`src/rtl/ball_motion_ctrl.sv`:
```
// ball_motion_ctrl
//   Per-frame motion sequencer and slot-bus arbiter for the ball sprite core.
//   On every frame_tick while enabled:
//     - integrates velocity and position (gravity, wall/ceiling/floor bounce),
//     - writes the new origin to sprite core x0 (14'h2001), then y0 (14'h2002).
//   MicroBlaze pass-through writes share the sprite bus. A write that lands
//   while the sequencer owns the bus is parked in a one-entry hold buffer.
//
// Ports
//   clk, reset_n              clock, asynchronous active-low reset
//   frame_tick                one-cycle pulse at vblank start
//   ctl_cs/ctl_write/ctl_addr/ctl_wr_data   controller register writes
//   cpu_cs/cpu_write/cpu_addr/cpu_wr_data   CPU pass-through to sprite core
//   spr_cs/spr_write/spr_addr/spr_wr_data   sprite core slot bus
//   pos_x, pos_y              current sprite origin
//   bounce                    one-cycle pulse on any wall/floor hit
//   overrun                   sticky, frame_tick seen while busy
//
// Optional build macro
//   BALL_CTRL_FRICTION_EN : when the ball ends a frame on the floor, vx
//                           moves one step toward zero.

module ball_motion_ctrl #(
  parameter int H_RES     = 640,
  parameter int BALL_SIZE = 16,
  parameter int FLOOR_Y   = 400,
  parameter int VW        = 8,
  parameter int VMAX      = 15,
  parameter int GRAVITY   = 1
) (
  input  logic        clk,
  input  logic        reset_n,
  input  logic        frame_tick,
  input  logic        ctl_cs,
  input  logic        ctl_write,
  input  logic [2:0]  ctl_addr,
  input  logic [31:0] ctl_wr_data,
  input  logic        cpu_cs,
  input  logic        cpu_write,
  input  logic [13:0] cpu_addr,
  input  logic [31:0] cpu_wr_data,
  output logic        spr_cs,
  output logic        spr_write,
  output logic [13:0] spr_addr,
  output logic [31:0] spr_wr_data,
  output logic [10:0] pos_x,
  output logic [10:0] pos_y,
  output logic        bounce,
  output logic        overrun
);

  typedef enum logic [1:0] {IDLE, CALC, WR_X, WR_Y} state_t;

  localparam logic signed [12:0] X_MAX = 13'(H_RES - BALL_SIZE);
  localparam logic signed [12:0] Y_MAX = 13'(FLOOR_Y);
  localparam logic signed [12:0] V_MAX = 13'(VMAX);

  state_t state, state_next;

  logic signed [VW-1:0] vx, vy;
  logic                 enable;

  logic        hold_valid;
  logic [13:0] hold_addr;
  logic [31:0] hold_data;

  logic ctl_we;
  logic bus_busy;
  logic unused_ctl;

  logic signed [12:0] vx_ext, vy_ext, kick_ext, vy_grav, vy_damp, kick_sum;
  logic signed [12:0] nx, ny;

  logic [10:0]          calc_px, calc_py;
  logic signed [VW-1:0] calc_vx, calc_vy;
  logic                 calc_hit;

  function automatic logic signed [12:0] sat_v(input logic signed [12:0] v);
    if (v > V_MAX)
      return V_MAX;
    else if (v < -V_MAX)
      return -V_MAX;
    else
      return v;
  endfunction

  assign ctl_we     = ctl_cs & ctl_write;
  assign bus_busy   = (state == WR_X) || (state == WR_Y);
  assign unused_ctl = ^ctl_wr_data[31:11];

  // Work in 13-bit signed so position + velocity never wraps before the
  // boundary comparisons.
  assign vx_ext   = {{(13-VW){vx[VW-1]}}, vx};
  assign vy_ext   = {{(13-VW){vy[VW-1]}}, vy};
  assign kick_ext = {{(13-VW){ctl_wr_data[VW-1]}}, ctl_wr_data[VW-1:0]};
  assign vy_grav  = sat_v(vy_ext + 13'(GRAVITY));
  assign kick_sum = sat_v(vy_ext + kick_ext);
  assign nx       = $signed({2'b00, pos_x}) + vx_ext;
  assign ny       = $signed({2'b00, pos_y}) + vy_grav;
  // Floor restitution keeps 75% of the speed: v - (v >>> 2).
  assign vy_damp  = vy_grav - (vy_grav >>> 2);

  // Candidate next-frame state; only committed in the CALC cycle.
  always_comb begin
    calc_px  = nx[10:0];
    calc_py  = ny[10:0];
    calc_vx  = vx;
    calc_vy  = VW'(vy_grav);
    calc_hit = 1'b0;

    if (nx < 0) begin
      calc_px  = '0;
      calc_vx  = -vx;
      calc_hit = 1'b1;
    end else if (nx > X_MAX) begin
      calc_px  = X_MAX[10:0];
      calc_vx  = -vx;
      calc_hit = 1'b1;
    end

    if (ny < 0) begin
      calc_py  = '0;
      calc_vy  = VW'(-vy_grav);
      calc_hit = 1'b1;
    end else if (ny > Y_MAX) begin
      calc_py  = Y_MAX[10:0];
      calc_vy  = VW'(-vy_damp);
      calc_hit = 1'b1;
    end

`ifdef BALL_CTRL_FRICTION_EN
    if (calc_py == Y_MAX[10:0]) begin
      if (calc_vx > 0)
        calc_vx = calc_vx - VW'(1);
      else if (calc_vx < 0)
        calc_vx = calc_vx + VW'(1);
    end
`endif
  end

  // Motion registers. Controller writes come after the CALC commit so a
  // same-cycle register write wins for that register only.
  always_ff @(posedge clk or negedge reset_n) begin
    if (!reset_n) begin
      pos_x   <= '0;
      pos_y   <= '0;
      vx      <= '0;
      vy      <= '0;
      enable  <= 1'b0;
      bounce  <= 1'b0;
      overrun <= 1'b0;
    end else begin
      bounce <= 1'b0;
      if (state == CALC) begin
        pos_x  <= calc_px;
        pos_y  <= calc_py;
        vx     <= calc_vx;
        vy     <= calc_vy;
        bounce <= calc_hit;
      end

      if (ctl_we) begin
        case (ctl_addr)
          3'd0: enable <= ctl_wr_data[0];
          3'd1: pos_x  <= ctl_wr_data[10:0];
          3'd2: pos_y  <= ctl_wr_data[10:0];
          3'd3: vx     <= ctl_wr_data[VW-1:0];
          3'd4: vy     <= ctl_wr_data[VW-1:0];
          3'd5: vy     <= VW'(kick_sum);
          default: ;
        endcase
      end

      if (frame_tick && (state != IDLE))
        overrun <= 1'b1;
      else if (ctl_we && (ctl_addr == 3'd0) && ctl_wr_data[0])
        overrun <= 1'b0;
    end
  end

  always_ff @(posedge clk or negedge reset_n) begin
    if (!reset_n)
      state <= IDLE;
    else
      state <= state_next;
  end

  // Dropping enable lets an in-flight x0 write finish but skips the rest.
  always_comb begin
    state_next = state;
    case (state)
      IDLE:    if (frame_tick && enable) state_next = CALC;
      CALC:    state_next = WR_X;
      WR_X:    state_next = enable ? WR_Y : IDLE;
      WR_Y:    state_next = IDLE;
      default: state_next = IDLE;
    endcase
  end

  // One-entry park for a CPU write that collides with the sequencer's writes.
  always_ff @(posedge clk or negedge reset_n) begin
    if (!reset_n) begin
      hold_valid <= 1'b0;
      hold_addr  <= '0;
      hold_data  <= '0;
    end else if (bus_busy && cpu_cs && cpu_write && !hold_valid) begin
      hold_valid <= 1'b1;
      hold_addr  <= cpu_addr;
      hold_data  <= cpu_wr_data;
    end else if (!bus_busy && hold_valid) begin
      hold_valid <= 1'b0;
    end
  end

  always_comb begin
    spr_cs      = 1'b0;
    spr_write   = 1'b0;
    spr_addr    = '0;
    spr_wr_data = '0;
    if (state == WR_X) begin
      spr_cs      = 1'b1;
      spr_write   = 1'b1;
      spr_addr    = 14'h2001;
      spr_wr_data = {21'b0, pos_x};
    end else if (state == WR_Y) begin
      spr_cs      = 1'b1;
      spr_write   = 1'b1;
      spr_addr    = 14'h2002;
      spr_wr_data = {21'b0, pos_y};
    end else if (hold_valid) begin
      spr_cs      = 1'b1;
      spr_write   = 1'b1;
      spr_addr    = hold_addr;
      spr_wr_data = hold_data;
    end else if (cpu_cs) begin
      spr_cs      = 1'b1;
      spr_write   = cpu_write;
      spr_addr    = cpu_addr;
      spr_wr_data = cpu_wr_data;
    end
  end

endmodule

```
`config.mk`:
```
export PLATFORM = sky130hd
export DESIGN_NAME = ball_motion_ctrl
export DESIGN_NICKNAME = d
export VERILOG_FILES = /design/src/rtl/ball_motion_ctrl.sv
export SDC_FILE = /design/constraint.sdc
export NUM_CORES = 1
export LEC_CHECK = 0
export CAP_MARGIN = 5
export CORE_AREA = 3 3 120 122
export DETAILED_ROUTE_END_ITERATION = 10
export DIE_AREA = 0 0 123 125
export MAX_ROUTING_LAYER = met4
export PLACE_DENSITY = 0.89
export SYNTH_ARGS = -nofsm -noshare
export SYNTH_HDL_FRONTEND = slang
export SYNTH_SLANG_ARGS = --single-unit
```
`constraint.sdc`:
```
create_clock -name clk -period 6 [get_ports clk]
set_input_delay 1.2 -clock clk [delete_from_list [all_inputs] [get_ports clk]]
set_output_delay 1.2 -clock clk [all_outputs]
set_load 0.05 [all_outputs]
```
==> results_dict.tcl <==
set metrics [dict create \
    worst_pin_slew_ps 1046 \
    min_path_type "reg -> reg" \
    cts_tree "built" \
    die_w_um 123 \
    power_density_nw_per_um2 729.7 \
    synth_commonest_cells "90 x dfrtp_1, 86 x nor2_1, 71 x a21oi_1, 52 x nand2_1, 49 x mux2_2" \
    grt_remaining_overflow 0 \
    final.min_clock_period_ps 5739 \
    maxSlewHeadroom 0.3026 \
    place.gp.congestion 0.8886 \
    total_leakage_power_nw 3.717 \
    die_area_um2 15380 \
    vias_per_cell 6.326 \
    cts_buffers 9 \
    post-place-ws_ps 393.7 \
    drive_gt1_frac 0.1212 \
    design.core.area_um2 13300 \
    setup_tns_ps 0 \
    drt-wirelength-per-cell_um 19.19 \
    synth_top_area_share 0.3233 \
    cp_cell_sequence "nand3_4, or3_1, and2_1, nand4b_1, ha_1, inv_1, nand3_1, ha_1, fa_1, a21o_1, a21oi_1, o21bai_1, maj3_2, nor2_1, o211ai_2, xnor2_2, xor2_1, o211ai_4, inv_2, o41ai_1, o22ai_1" \
    cts_sinks 90 \
    grt_pass1_wl_um 33380 \
    synth_most_common_cell "dfrtp_1" \
    drc 0 \
    initial_core_util 0.5239 \
    cts_resized 0 \
    worstSetupPathType "reg -> reg" \
    clockBufferDepth 2 \
    slew_viol_final 0 \
    vias 6959 \
    ir_drop_uv 293.2 \
    die_h_um 125 \
    grt_pass1_vias 6592 \
    synth_area_um2 6965 \
    cap_violations 0 \
    yosysUniqueCellTypes 75 \
    arrival_ps 5940 \
    hold_buffers 0 \
    syn_inst 787 \
    cp_num_buf_inv 2 \
    top_level_ports 160 \
    nNetsFinal 1046 \
    worst-path-max-fanout 9 \
    hpwl_um 15440 \
    fill_cells 1019 \
    required_ps 6200 \
    synth_edf_count 0 \
    fin_hold_ws_ps 474.7 \
    finalHoldViolCount 0 \
    fin_cells 1100 \
    clkTransAtPathRegs_ps 70 \
    grt_max_degree 58 \
    async_flop_share 1.000 \
    h-tree-depth 3 \
    rows 42 \
    synth_flop_cell "dfrtp_1" \
    setup_viol 0 \
    n_antenna_cell 0 \
    cts-root-buf "clkbuf_16" \
    rrSetupSlack_ps 260 \
    syn2layout_area_growth_pct 28.36 \
    status "completed" \
    worstSkewPairLatency_ps 350 \
    postPlaceCellArea_um2 8612 \
    fmax_mhz 174.3 \
    synth.area.top_cells "dfrtp_1 32%, mux2_2 7.9%, ha_1 6.3%, a21oi_1 5.1%, nor2_1 4.6%" \
    fin_crit_sh 0.9564 \
    numPortBuffers 138 \
    synth_warnings 0 \
    end_kind "flip-flop" \
    crit_slowest_cell "o41ai_1" \
    postCtsSetupRepairBufs 0 \
    groute.usage.overall 0.2753 \
    syn_nets 914 \
    yosysTopAreaCell "dfrtp_1" \
    ys_seq_area_frac 0.3233 \
    finalWorstSetupSlack_ps 261.4 \
    critical_path.max_stage_delay_ps 520 \
    crit_family "compound AO/OA/AOI/OAI gates" \
    ys_seq_elements 90 \
    startpoint_type "flip-flop" \
    cpMostUsedCell "ha_1" \
    drt_wl_total_um 21110 \
    syn_avg_cell_area_um2 8.851 \
    antenna_found_initial 0 \
    clock_skew_ps 13.51 \
    dp.cells 1084 \
    rsz0062_at_grt "no" \
    drt_iter0_markers 630 \
    final_area_um2 8941 \
    postRouteAntennaNets 0 \
    firstDrtPassIters 5 \
]
==> state kept, by name (all words and copies together), names as in the netlist <==
name and flops:
vy 8, pos_y 11, hold_valid 1, hold_addr 14, vx 8, overrun 1
pos_x 11, state 2, enable 1, bounce 1, hold_data 32
==> cell usage in the layout (no fill, tap or decap), drive strengths merged, types with 4 or more instances in the layout <==
cell and instances:
or3 4, o21a 4, fa 4, o21bai 10
o311ai 4, or4 8, and2 7, mux2 50
dfrtp 90, o21ai 40, a221oi 15, clkbuf 10
nor2b 12, a32oi 6, nor2 86, a31oi 18
a22oi 34, a211oi 4, xor2 9, a221o 4
a21o 8, xnor2 26, a21oi 71, o211ai 7
clkdlybuf4s50 137, buf 26, nand3 11, and3 6
o31ai 8, inv 34, nand2 52, nor3 14
nor3b 6, nand2b 5, ha 35, mux2i 15
==> final cells by class <==
class,count,area [um^2],share of cell area
Multi-Input combinational cell,622,4436,0.4961
Sequential cell,90,2255,0.2522
Timing Repair Buffer,163,1579,0.1766
Clock buffer,10,229.0,0.02561
Tap cell,176,220.2,0.02463
Inverter,33,123.9,0.01385
Clock inverter,6,98.84,0.01106
==> metal layers <==
layer | vias to the layer above | track usage | part of all wire
met4 | 0 | 0.08208 | 0.026
met2 | 318 | 0.4400 | 0.49
met1 | 3391 | 0.3667 | 0.42
met5 | - | - | 0
met3 | 46 | 0.03568 | 0.063
li1 | 3204 | - | -
==> tightest hold or removal path: stages, from the launching register on <==
cell and delay [ps]:
dfrtp_1 350, nand2_1 50, nand2_1 50
==> stage by stage <==
stage,utilization,total power [mW]
2_1_floorplan,-,4.418
3_3_place_gp,0.6478,5.662
3_5_place_dp,0.6478,5.782
4_1_cts,0.6724,6.452
5_1_grt,0.6725,6.940
6_report,0.6725,6.524
==> report_power, final <==
| group | switching [mW] | internal (mW) | leakage, nW |
|---|---|---|---|
| Clock | 0.253 | 0.372 | 0.157 |
| Combinational | 2.75 | 1.93 | 2.47 |
| Sequential | 0.330 | 0.891 | 1.09 |
==> final timing paths <==
| kind | to | depth (start not counted) | start |
|---|---|---|---|
| hold reg to reg | overrun$_DFFE_PN0P_ | 2 | overrun$_DFFE_PN0P_ |
| hold / removal | overrun$_DFFE_PN0P_ | 2 | overrun$_DFFE_PN0P_ |
| setup reg to reg | vy[5]$_DFF_PN0_ | 21 | vy[3]$_DFF_PN0_ |
| setup / recovery | vy[5]$_DFF_PN0_ | 21 | vy[3]$_DFF_PN0_ |
| max in group asynchronous | vy[2]$_DFF_PN0_ | 2 | reset_n |
| min in group asynchronous | hold_data[17]$_DFFE_PN0P_ | 1 | reset_n |
==> logic make-up (layout without fill, tap and decap cells) <==
group                      Yosys count  count (layout)  share of synthesized area
AOI/OAI and AO/OA                  256             256                     0.2535
and+or+nand+nor                    225             225                     0.1572
xor gates and xnor gates            35              35                    0.04509
muxes                               65              65                     0.1024
DFF                                 90              90                     0.3233
adders and majority gates           41              41                    0.07760
buffers and inverters               75             212                    0.04096
Power figures use the tool's default switching activity.
